==> config.mk <==
export PLATFORM = sky130hd
export DESIGN_NAME = pipe_stage_skid
export DESIGN_NICKNAME = d
export VERILOG_FILES = /design/src/rtl/pipe_stage_skid.sv
export SDC_FILE = /design/constraint.sdc
export NUM_CORES = 1
export LEC_CHECK = 0
export CAP_MARGIN = 20
export CORE_UTILIZATION = 56
export DETAILED_ROUTE_END_ITERATION = 6
export PLACE_DENSITY = 0.94
export SLEW_MARGIN = 30
export SYNTH_ARGS = -nofsm -noshare
export SYNTH_HDL_FRONTEND = slang
export SYNTH_SLANG_ARGS = --single-unit
==> constraint.sdc <==
create_clock -name clock -period 3.6 [get_ports clock]
set_clock_uncertainty 0.1 [all_clocks]
set_input_delay 0.36 -clock clock [delete_from_list [all_inputs] [get_ports clock]]
set_output_delay 0.36 -clock clock [all_outputs]
set_load 0.02 [all_outputs]
==> src/rtl/pipe_stage_skid.sv <==
// Pipeline stage register with valid/ready handshake, optional 2-entry skid
// buffer (registered in_ready) and synchronous flush-to-bubble.
module pipe_stage_skid #(
  parameter int unsigned      WIDTH  = 32,
  parameter logic [WIDTH-1:0] BUBBLE = WIDTH'(32'h0000_0013),
  parameter bit               SKID   = 1'b1
) (
  input  logic             clock,
  input  logic             reset_n,
  input  logic             flush,
  input  logic             in_valid,
  output logic             in_ready,
  input  logic [WIDTH-1:0] in_data,
  output logic             out_valid,
  input  logic             out_ready,
  output logic [WIDTH-1:0] out_data
);

  // Handshake: a beat moves on a rising edge where valid and ready are both 1;
  // valid never waits on ready, and ready may be asserted without valid.
  typedef enum logic [1:0] {
    ST_EMPTY = 2'd0,
    ST_FULL  = 2'd1,
    ST_SKID  = 2'd2
  } state_e;

  // state_q is the observable FSM state for checkers bound to this block.
  state_e           state_q, state_d;
  logic [WIDTH-1:0] main_q, main_d;
  logic [WIDTH-1:0] skid_q, skid_d;
  logic             out_valid_q, out_valid_d;
  logic             in_ready_q, in_ready_d;

  always_comb begin
    state_d = state_q;
    main_d  = main_q;
    skid_d  = skid_q;

    case (state_q)
      ST_EMPTY: begin
        if (in_valid) begin
          main_d  = in_data;
          state_d = ST_FULL;
        end
      end
      ST_FULL: begin
        if (out_ready) begin
          if (in_valid) begin
            main_d = in_data;
          end else begin
            main_d  = BUBBLE;
            state_d = ST_EMPTY;
          end
        end else if (in_valid && SKID) begin
          // Stalled downstream: park the new beat until main drains.
          skid_d  = in_data;
          state_d = ST_SKID;
        end
      end
      ST_SKID: begin
        if (out_ready) begin
          main_d  = skid_q;
          skid_d  = BUBBLE;
          state_d = ST_FULL;
        end
      end
      default: begin
        state_d = ST_EMPTY;
        main_d  = BUBBLE;
        skid_d  = BUBBLE;
      end
    endcase

    if (flush) begin
      state_d = ST_EMPTY;
      main_d  = BUBBLE;
      skid_d  = BUBBLE;
    end

    out_valid_d = (state_d != ST_EMPTY);
    in_ready_d  = (state_d != ST_SKID);
  end

  always_ff @(posedge clock or negedge reset_n) begin
    if (!reset_n) begin
      state_q     <= ST_EMPTY;
      main_q      <= BUBBLE;
      skid_q      <= BUBBLE;
      out_valid_q <= 1'b0;
      in_ready_q  <= 1'b1;
    end else begin
      state_q     <= state_d;
      main_q      <= main_d;
      skid_q      <= skid_d;
      out_valid_q <= out_valid_d;
      in_ready_q  <= in_ready_d;
    end
  end

  // Without the skid entry, ready must look through to the downstream stall.
  assign in_ready  = SKID ? in_ready_q : (!out_valid_q || out_ready);
  assign out_valid = out_valid_q;
  assign out_data  = main_q;

endmodule

==> results.py <==
metrics = {
    "yosys": {
        "synth_warnings": 0,
        "ys_types": 28,
        "syn_inst": 342,
        "mappedNetlistArea_um2": 3542,
        "yosys.area_share.simple": 0.09573,
        "synthAdderAreaFrac": 0,
        "ys_seq_elements": 68,
        "muxShareOfSynthArea": 0.1745,
        "synthXorXnorAreaFrac": 0.007771,
        "synth_nets": 379,
        "synth_top_family_by_area": "multiplexers",
        "postSynthAreaPerCell_um2": 10.36,
        "synth_enable_flop_cells": 0,
        "synth_ff_type": "dfrtp_1",
        "synthArstFlopShare": 1.000,
        "synth_compound_area_frac": 0.1487,
        "yosysSeqAreaShare": 0.4829,
    },
    "floorplanning": {
        "io_pins": 71,
        "die_y_um": 81.53,
        "dieArea_um2": 6647,
        "core_area_um2": 6026,
        "fp-row-count": 28,
        "dieWidth_um": 81.53,
        "start_util": 0.5878,
    },
    "grt": {
        "grt_first_pass_wirelength_mm": 12.72,
        "grt_pass1_vias": 2705,
        "met3_usage": 0.04667,
        "grt_start_max_net_pins": 54,
        "antenna_found_initial": 0,
        "grt_usage": 0.2564,
        "overflow": 0,
        "grt-busiest-layer": "met2",
        "grt.met1_usage": 0.3232,
        "met2_usage": 0.4333,
    },
    "worst_setup_path": {
        "path_cells": "buf_4 > inv_4 > nor3_4 > buf_4 > nand2_1 > mux2i_1",
        "crit_path_end_kind": "flip-flop",
        "path_delay_family": "buffers and inverters",
        "path_class": "reg -> reg",
        "crit_fanout": 20,
        "timing.rr.end": "skid_q[29]",
        "crit_arrival_ns": 2.77,
        "critPathBufInv": 3,
        "cpMaxStageDelayCell": "dfrtp_1",
        "crit_path_max_incr_delay_ns": 0.78,
        "crit_required_ns": 3.77,
        "cpMostUsedCell": "buf_4",
        "start_kind": "flip-flop",
        "reg2reg_depth": 6,
        "ff2ff_setup_slack_ns": 1.0,
        "reg2reg_from": "state_q[0]",
    },
    "route": {
        "drc": 0,
        "drt-total-wl_mm": 7.809,
        "drt_iter0_markers": 192,
        "via_per_inst": 5.624,
        "vias": 2722,
        "ant_nets": 0,
        "firstDrtPassIters": 4,
        "wl_per_cell_um": 16.13,
    },
    "placed_design": {
        "dp_hpwl_mm": 5.095,
        "numPortBuffers": 70,
        "gp_congestion": 0.8166,
        "place_inst": 468,
    },
    "clock_tree": {
        "cts-root-buf": "clkbuf_8",
        "clock_latency_ns": 0.35,
        "cts_setup_buffers": 0,
        "cts_buffers": 9,
        "cts.sink_count": 68,
        "clock_path_buffers": 2,
        "h-tree-depth": 3,
        "cts_tree": "built",
        "clk_pin_slew_worst_paths_ns": 0.08,
    },
    "timing": {
        "relSlewSlack": 0.3730,
        "finalCriticalPeriod_ns": 2.603,
        "hold_violations": 0,
        "worst_pin_slew_ns": 0.9373,
        "timing.setup.tns_ns": 0,
        "period_share": 0.7229,
        "setup_viol": 0,
        "rsz0062_at_grt": "no",
        "max_freq_mhz": 384.2,
        "slew_viol_final": 0,
    },
    "layout": {
        "diodes": 0,
        "fin_cells": 484,
        "drive_gt1_frac": 0.1002,
        "mostFrequentLayoutCell": "clkdlybuf4s50_1",
        "fin_util": 0.7299,
        "finalNetCount": 442,
        "layout_common_cells": "clkdlybuf4s50_1, nand2_1, dfrtp_1, mux2i_1, o21ai_0",
        "area_delta_synth_final_pct": 24.16,
    },
    "pwr": {
        "leakage_nw": 1.899,
        "total_power_mw": 1.850,
        "pwr_density_cell_nw_per_um2": 420.6,
        "peakVddDrop_uv": 283.7,
    },
    "hold_path": {
        "holdPathStages": 2,
        "holdPathEnd": "out_data[1]",
        "worst_hold_path_type": "reg -> reg",
        "hold_start": "out_data[1]",
    },
    "run": {
        "drv_cap": 0,
    },
    "status": {
        "status": "completed",
    },
}
area by class of cell:
| class | count | area, um2 |
|---|---|---|
| timing repair buffer | 78 | 760.7 |
| clock buffer | 11 | 131.4 |
| tap | 75 | 93.84 |
| multi-input combinational | 214 | 1519 |
| inverter | 34 | 130.1 |
| fill | 436 | 1628 |
| clock inverter | 4 | 51.30 |
| sequential | 68 | 1712 |
kinds of logic (layout without fill, tap and decap cells):
logic type | count (synthesis) | in the layout
and+or+nand+nor | 79 | 79
AOI/OAI and AO/OA | 73 | 73
DFF | 68 | 68
muxes | 61 | 61
buffers and inverters | 60 | 127
xor gates and xnor gates | 1 | 1
state kept, by name (all words and copies together) (netlist names):
signal,flops
out_data,32
out_valid,1
state_q,2
skid_q,32
in_ready,1
routing by layer:
| metal | part of all wire | up-vias |
|---|---|---|
| li1 | - | 1278 |
| met1 | 0.45 | 1339 |
| met2 | 0.49 | 89 |
| met3 | 0.050 | 16 |
| met4 | 0.017 | 0 |
| met5 | 0 | - |
stage by stage:
| step | cell area [um2] | setup slack, ns | hold slack [ns] |
|---|---|---|---|
| floorplan | 3542 | 2.063 | -0.03559 |
| global placement | 4203 | 0.9173 | 0.3541 |
| detailed placement | 4205 | 0.8960 | 0.3379 |
| CTS | 4398 | 0.9768 | 0.3721 |
| global route | 4398 | 0.7634 | 0.3834 |
| finish | 4398 | 0.9974 | 0.3661 |
report_power, final:
group / switching (mW) / internal [mW] / total (mW)
clock: 0.295 / 0.317 / 0.612
sequential: 0.0397 / 0.821 / 0.861
combinational: 0.199 / 0.178 / 0.377
worst max path at each step:
| stage | end | from | cells past startpoint | slack (ns) |
|---|---|---|---|---|
| global placement | out_data[11] | flush | 4 | 0.92 |
| global route | skid_q[29] | state_q[0] | 6 | 0.76 |
| CTS | skid_q[29] | state_q[0] | 6 | 0.98 |
| finish | skid_q[29] | state_q[0] | 6 | 1.0 |
| floorplan | skid_q[4] | out_ready | 6 | 2.06 |
| detailed placement | out_data[31] | flush | 4 | 0.90 |
Yosys cell counts, drive strengths merged (4+ instances only):
cell    count  share of area
nand2      62          0.066
dfrtp      61           0.43
mux2i      58           0.16
inv        34          0.037
o21ai      34          0.048
a22o       29          0.072
buf        23          0.051
dfstp       7          0.052
nor2        7          0.010
nand2b      5         0.0088
a21oi       4         0.0057
worst reg2reg max path: stages (launching register included):
cell and delay [ns]:
dfrtp_1 0.78, buf_4 0.38, inv_4 0.09, nor3_4 0.57, buf_4 0.35, nand2_1 0.10
mux2i_1 0.16
repair_timing:
action                                 4_1_cts  5_1_grt
endpoints found under the hold margin       45        0
hold buffers                                 1        0
resized for setup                            0        0
(Power assumes the default switching activity.)
